## src/rtl/onehot_line_encoder.sv

```systemverilog
// onehot_line_encoder
//
// Turns a 7-line indicator bus back into the 3-bit count that lights that
// line on the counter-to-7-line decoder. The raw lines are synchronised with a
// two-flop chain, debounced, and then classified as idle, single-hot or
// multi-hot.
//   - A debounced single-hot pattern is encoded. code_out is updated, valid is
//     strobed for one cycle and evt_cnt is incremented.
//   - A multi-hot pattern sets the sticky err flag instead.
//   - After a report the bus must be released (all zero) for DEBOUNCE cycles
//     before a new pattern is considered.
//
// Ports:
//   clk       system clock
//   rst_n     synchronous active-low reset
//   ena       clock enable; when low all state holds and valid is forced low
//   line_in   raw indicator lines (asynchronous to clk)
//   err_clr   synchronous clear of the sticky error flag
//   code_out  last accepted count value
//   valid     one-cycle strobe when code_out updates
//   err       sticky multi-hot error
//   busy      high whenever the FSM is not in IDLE
//   evt_cnt   number of accepted codes, wraps modulo 2^CNT_W
//
// Optional build macro ONEHOT_ENC_LINE6_ALT_EN:
//   Line 6 is lit by two counter states (1 and 5). With the macro defined, a
//   toggle flop alternates the line-6 decode 1, 5, 1, ... on each accepted
//   line-6 report. Without the macro, line 6 always decodes to 1.

module onehot_line_encoder #(
  parameter int DEBOUNCE = 4,
  parameter int CNT_W    = 4
) (
  input  logic             clk,
  input  logic             rst_n,
  input  logic             ena,
  input  logic [6:0]       line_in,
  input  logic             err_clr,
  output logic [2:0]       code_out,
  output logic             valid,
  output logic             err,
  output logic             busy,
  output logic [CNT_W-1:0] evt_cnt
);

  typedef enum logic [1:0] {
    ST_IDLE   = 2'd0,
    ST_SETTLE = 2'd1,
    ST_REPORT = 2'd2,
    ST_HOLD   = 2'd3
  } state_t;

  localparam logic [3:0] DB_LAST    = 4'(DEBOUNCE);
  localparam logic [3:0] REL_LAST   = 4'(DEBOUNCE - 1);
  // Counter value that lights each line, indexed by line number.
  localparam logic [2:0] LINE_CODE [0:6] = '{3'd7, 3'd6, 3'd2, 3'd3, 3'd4, 3'd0, 3'd1};

  state_t           state_reg;
  logic [6:0]       s1_reg;
  logic [6:0]       s2_reg;
  logic [6:0]       snap_reg;
  logic [3:0]       cnt_reg;     // settle count in SETTLE, release count in HOLD
  logic [2:0]       code_reg;
  logic             valid_reg;
  logic             err_reg;
  logic [CNT_W-1:0] evt_cnt_reg;
`ifdef ONEHOT_ENC_LINE6_ALT_EN
  logic             line6_alt_reg;
`endif

  // Encoder: each line contributes its code only when set. For a single-hot
  // snapshot, the OR of all contributions is exactly that line's code.
  logic [2:0] enc_term [0:6];
  logic [2:0] enc_base;
  logic [2:0] enc_code;
  logic       single_hot;

  genvar gi;
  generate
    for (gi = 0; gi < 7; gi++) begin : g_enc
      assign enc_term[gi] = snap_reg[gi] ? LINE_CODE[gi] : 3'd0;
    end
  endgenerate

  always_comb begin
    enc_base = 3'd0;
    for (int i = 0; i < 7; i++) begin
      enc_base = enc_base | enc_term[i];
    end
  end

`ifdef ONEHOT_ENC_LINE6_ALT_EN
  assign enc_code = (snap_reg[6] && line6_alt_reg) ? 3'd5 : enc_base;
`else
  assign enc_code = enc_base;
`endif

  assign single_hot = (snap_reg != 7'd0) && ((snap_reg & (snap_reg - 7'd1)) == 7'd0);

  always_ff @(posedge clk) begin
    if (!rst_n) begin
      state_reg     <= ST_IDLE;
      s1_reg        <= 7'd0;
      s2_reg        <= 7'd0;
      snap_reg      <= 7'd0;
      cnt_reg       <= 4'd0;
      code_reg      <= 3'd0;
      valid_reg     <= 1'b0;
      err_reg       <= 1'b0;
      evt_cnt_reg   <= '0;
`ifdef ONEHOT_ENC_LINE6_ALT_EN
      line6_alt_reg <= 1'b0;
`endif
    end else if (!ena) begin
      // The strobe must not reappear when the enable returns.
      valid_reg <= 1'b0;
    end else begin
      s1_reg    <= line_in;
      s2_reg    <= s1_reg;
      valid_reg <= 1'b0;

      // A multi-hot report later in this block overrides the clear.
      if (err_clr) begin
        err_reg <= 1'b0;
      end

      case (state_reg)
        ST_IDLE: begin
          if (s2_reg != 7'd0) begin
            snap_reg  <= s2_reg;
            cnt_reg   <= 4'd1;
            state_reg <= ST_SETTLE;
          end
        end

        ST_SETTLE: begin
          if (s2_reg == 7'd0) begin
            state_reg <= ST_IDLE;
          end else if (s2_reg != snap_reg) begin
            snap_reg <= s2_reg;
            cnt_reg  <= 4'd1;
          end else if (cnt_reg == DB_LAST) begin
            // Report outputs are registered on entry to REPORT, so they appear
            // DEBOUNCE+3 edges after a stable input.
            state_reg <= ST_REPORT;
            if (single_hot) begin
              code_reg    <= enc_code;
              valid_reg   <= 1'b1;
              evt_cnt_reg <= evt_cnt_reg + 1'b1;
`ifdef ONEHOT_ENC_LINE6_ALT_EN
              if (snap_reg[6]) begin
                line6_alt_reg <= ~line6_alt_reg;
              end
`endif
            end else begin
              err_reg <= 1'b1;
            end
          end else begin
            cnt_reg <= cnt_reg + 4'd1;
          end
        end

        ST_REPORT: begin
          cnt_reg   <= 4'd0;
          state_reg <= ST_HOLD;
        end

        ST_HOLD: begin
          // Wait for DEBOUNCE consecutive all-zero samples. Any activity
          // restarts the wait, so a pattern change is never reported.
          if (s2_reg != 7'd0) begin
            cnt_reg <= 4'd0;
          end else if (cnt_reg == REL_LAST) begin
            state_reg <= ST_IDLE;
          end else begin
            cnt_reg <= cnt_reg + 4'd1;
          end
        end

        default: state_reg <= ST_IDLE;
      endcase
    end
  end

  assign code_out = code_reg;
  assign valid    = valid_reg & ena;
  assign err      = err_reg;
  assign busy     = (state_reg != ST_IDLE);
  assign evt_cnt  = evt_cnt_reg;

endmodule

```

## config.mk

```make
export PLATFORM = sky130hd
export DESIGN_NAME = onehot_line_encoder
export DESIGN_NICKNAME = d
export VERILOG_FILES = /design/src/rtl/onehot_line_encoder.sv
export SDC_FILE = /design/constraint.sdc
export NUM_CORES = 1
export LEC_CHECK = 0
export CORE_ASPECT_RATIO = 1.75
export CORE_UTILIZATION = 49
export CTS_BUF_LIST = sky130_fd_sc_hd__clkbuf_16
export DETAILED_ROUTE_END_ITERATION = 6
export GPL_ROUTABILITY_DRIVEN = 0
export HOLD_SLACK_MARGIN = 0.02
export PLACE_DENSITY = 0.75
export SYNTH_ARGS = -nofsm -noshare
export SYNTH_HDL_FRONTEND = slang
export SYNTH_SLANG_ARGS = --single-unit
```

## constraint.sdc

```tcl
create_clock -name clk -period 2.1 [get_ports clk]
set_input_delay 0.315 -clock clk [delete_from_list [all_inputs] [get_ports clk]]
set_output_delay 0.315 -clock clk [all_outputs]
set_load 0.1 [all_outputs]
```

==> flow_summary.toml <==
[status]
status = "complete, but fails checks"
violations = "setup timing"

[setup_path]
reg2reg_depth = 6
crit_type = "in -> reg"
rr_endpoint = "evt_cnt[0]$_SDFFE_PN0P_"
required_ps = 2310
r2r_start = "snap_reg[2]$_SDFFE_PN0P_"
critPathLaunchType = "input pin"
critPathCaptureType = "register"
path_max_fanout = 5
crit_start = "ena"
r2r_slack_ps = -4
crit_arrival_ps = 2310

[flow_run]
max_cap_violations = 0

[grt]
grt_first_pass_wirelength_um = 6930
grt_overflow_total = 0
grt_pass1_vias = 1595
grt_usage_pct = 25.0
grt_max_degree = 24
antenna_found_initial = 0

[timing]
skew_ps = 2.81
final-setup-viol-count = 2
min_period_over_period_pct = 100
slew_viol_final = 0
min_period_ps = 2100
hold_viol = 0
relSlewSlack_pct = 67.9
max_freq_ghz = 0.475
tns_ps = -5.34
tightest_slew_ps = 480
fin_ws_ps = -4.31
rsz0062_at_grt = "true"

[floorplanning]
die_y_um = 81.2
std_cell_rows = 28
core_area_um2 = 3400
die_x_um = 47.3
initial_core_util_pct = 51.7
ios = 21
dieArea_um2 = 3840

[layout]
final_area_um2 = 2360
fin_nets = 247
drive_gt1_share_pct = 24.4
area_delta_synth_final_pct = 34.0
n_antenna_cell = 0
final_util_pct = 69.3

[power_and_ir_drop]
power.density_nw_per_um2 = 695
switchingPower_mw = 0.404
peakVddDrop_v = 0.000747
internal_power_mw = 1.23
power_frac_clock_pct = 43.4
seq_power_share_pct = 43.9
combPwrFrac_pct = 12.7
power.share.switching_pct = 24.7
p_leak_nw = 0.967

[clocking]
cts_tree = "built"
cts_root_buf = "clkbuf_16"
cts_buffers = 5
path_clk_slew_ps = 50
clk_latency_ps = 280
post_cts_buffers = 0
max-clock-path-buffers = 2
h-tree-depth = 2
cts.sinks = 36

[detailed_routing]
drc_errors = 0
via_count = 1609
drt_wl_total_um = 4150
avgRoutedWirePerCell_um = 14.9
ant_nets = 0
drtIter0Drc = 27
drt_pre_antenna_iters = 4
vias_per_cell = 5.77

[hold_path]
min_to = "s1_reg[6]$_SDFFE_PN0P_"
hp-start = "s1_reg[6]$_SDFFE_PN0P_"
hp-class = "reg -> reg"
hold_depth = 2

[synth]
synth_top_area_cell = "dfxtp_1"
synth_top_area_share_pct = 41.0
synth-seq-area-share_pct = 41.0
syn_area_per_cell_um2 = 9.06
synth_most_common_cell = "dfxtp_1"
synth.top_cells.by_count = "36 x dfxtp_1, 26 x nor2_1, 22 x mux2i_1"
yosysWarnings = 0
synth-seq-cells = 36
syn_inst = 194
synth_area_um2 = 1760
synth-async-reset-ratio_pct = 0
synth_nets = 208
synthDistinctLibCells = 49
synth_area_leaders = "dfxtp_1 41%, mux2i_1 13%, nor2_1 5.6%"
synthFlopType = "dfxtp_1"
synth_edf_count = 0

[place]
place_area_um2 = 2160
dp_hpwl_um = 3010
dp_slack_ps = -329
portBuffers = 20
==> cell usage in the layout (no fill, tap or decap), drive strengths merged, types with 2 or more instances in the layout <==
cell | netlist | final
nor4b | 4 | 4
o21ai | 6 | 6
mux2i | 22 | 22
inv | 5 | 5
nand3b | 2 | 2
clkinv | 1 | 2
nor4 | 2 | 2
o31ai | 2 | 2
xnor2 | 7 | 7
clkinvlp | 0 | 2
or3 | 3 | 3
a211o | 2 | 2
nor2 | 26 | 26
dfxtp | 36 | 36
buf | 6 | 32
a21oi | 11 | 11
clkbuf | 4 | 5
ha | 3 | 3
nand4b | 2 | 2
a22oi | 2 | 2
nand3 | 4 | 4
clkdlybuf4s50 | 0 | 10
a211oi | 2 | 2
nor3 | 9 | 9
nand2 | 10 | 10
or4 | 4 | 4
nand4 | 2 | 2
==> final cells by class <==
type / count / area (um^2)
fill: 266 / 1040
tap: 45 / 56.3
sequential: 36 / 723
clock buffer: 5 / 125
multi-input combinational: 142 / 1040
inverter: 6 / 22.5
timing repair buffer: 42 / 365
clock inverter: 3 / 18.8
==> worst max path at each step <==
stage	to	slack, ps	cells after the start
2_1_floorplan	evt_cnt[2]$_SDFFE_PN0P_	-6	6
3_3_place_gp	evt_cnt[3]$_SDFFE_PN0P_	-280	6
3_5_place_dp	evt_cnt[3]$_SDFFE_PN0P_	-330	6
4_1_cts	evt_cnt[0]$_SDFFE_PN0P_	-30	6
5_1_grt	evt_cnt[2]$_SDFFE_PN0P_	-100	5
6_report	evt_cnt[0]$_SDFFE_PN0P_	-4	7
==> metal layers <==
layer	vias up	global-route usage, %	part of all wire [%]
met4	0	12.0	2.7
met3	11	5.56	3.6
met5	-	0	0
li1	785	-	-
met1	769	27.5	37
met2	44	42.6	56
==> critical path, stage by stage <==
cell and delay, ps:
clkdlybuf4s50_1 500, inv_2 60, a211o_1 310, or4_4 510, buf_4 170, or3_1 300, a21oi_1 150
==> per-stage QoR <==
step	power (mW)	hold WS (ps)	instances
6_report	1.64	492	279
5_1_grt	1.70	520	279
4_1_cts	1.64	499	279
2_1_floorplan	0.857	460	194
3_5_place_dp	0.932	485	272
3_3_place_gp	0.923	474	272
==> timing repair <==
item,CTS,global route
setup endpoints to repair,3,17
pin swaps,4,1
hold buffers,0,0
gates resized for setup,4,6
==> power by group through the flow <==
stage	clock (mW)	combinational [mW]	sequential (mW)
2_1_floorplan	0	0.129	0.729
3_3_place_gp	0	0.192	0.732
3_5_place_dp	0	0.199	0.733
4_1_cts	0.725	0.201	0.718
5_1_grt	0.755	0.227	0.721
6_report	0.711	0.209	0.719
==> cell families after synthesis <==
| logic type | count (synthesis) | synth area share [%] |
|---|---|---|
| and+or+nand+nor | 74 | 22.3 |
| DFF | 36 | 41.0 |
| AOI/OAI and AO/OA | 35 | 13.5 |
| muxes | 22 | 12.5 |
| buffers and inverters | 16 | 4.55 |
| xor gates and xnor gates | 7 | 3.49 |
| adders and majority gates | 4 | 2.70 |
Power figures use the tool's default switching activity.
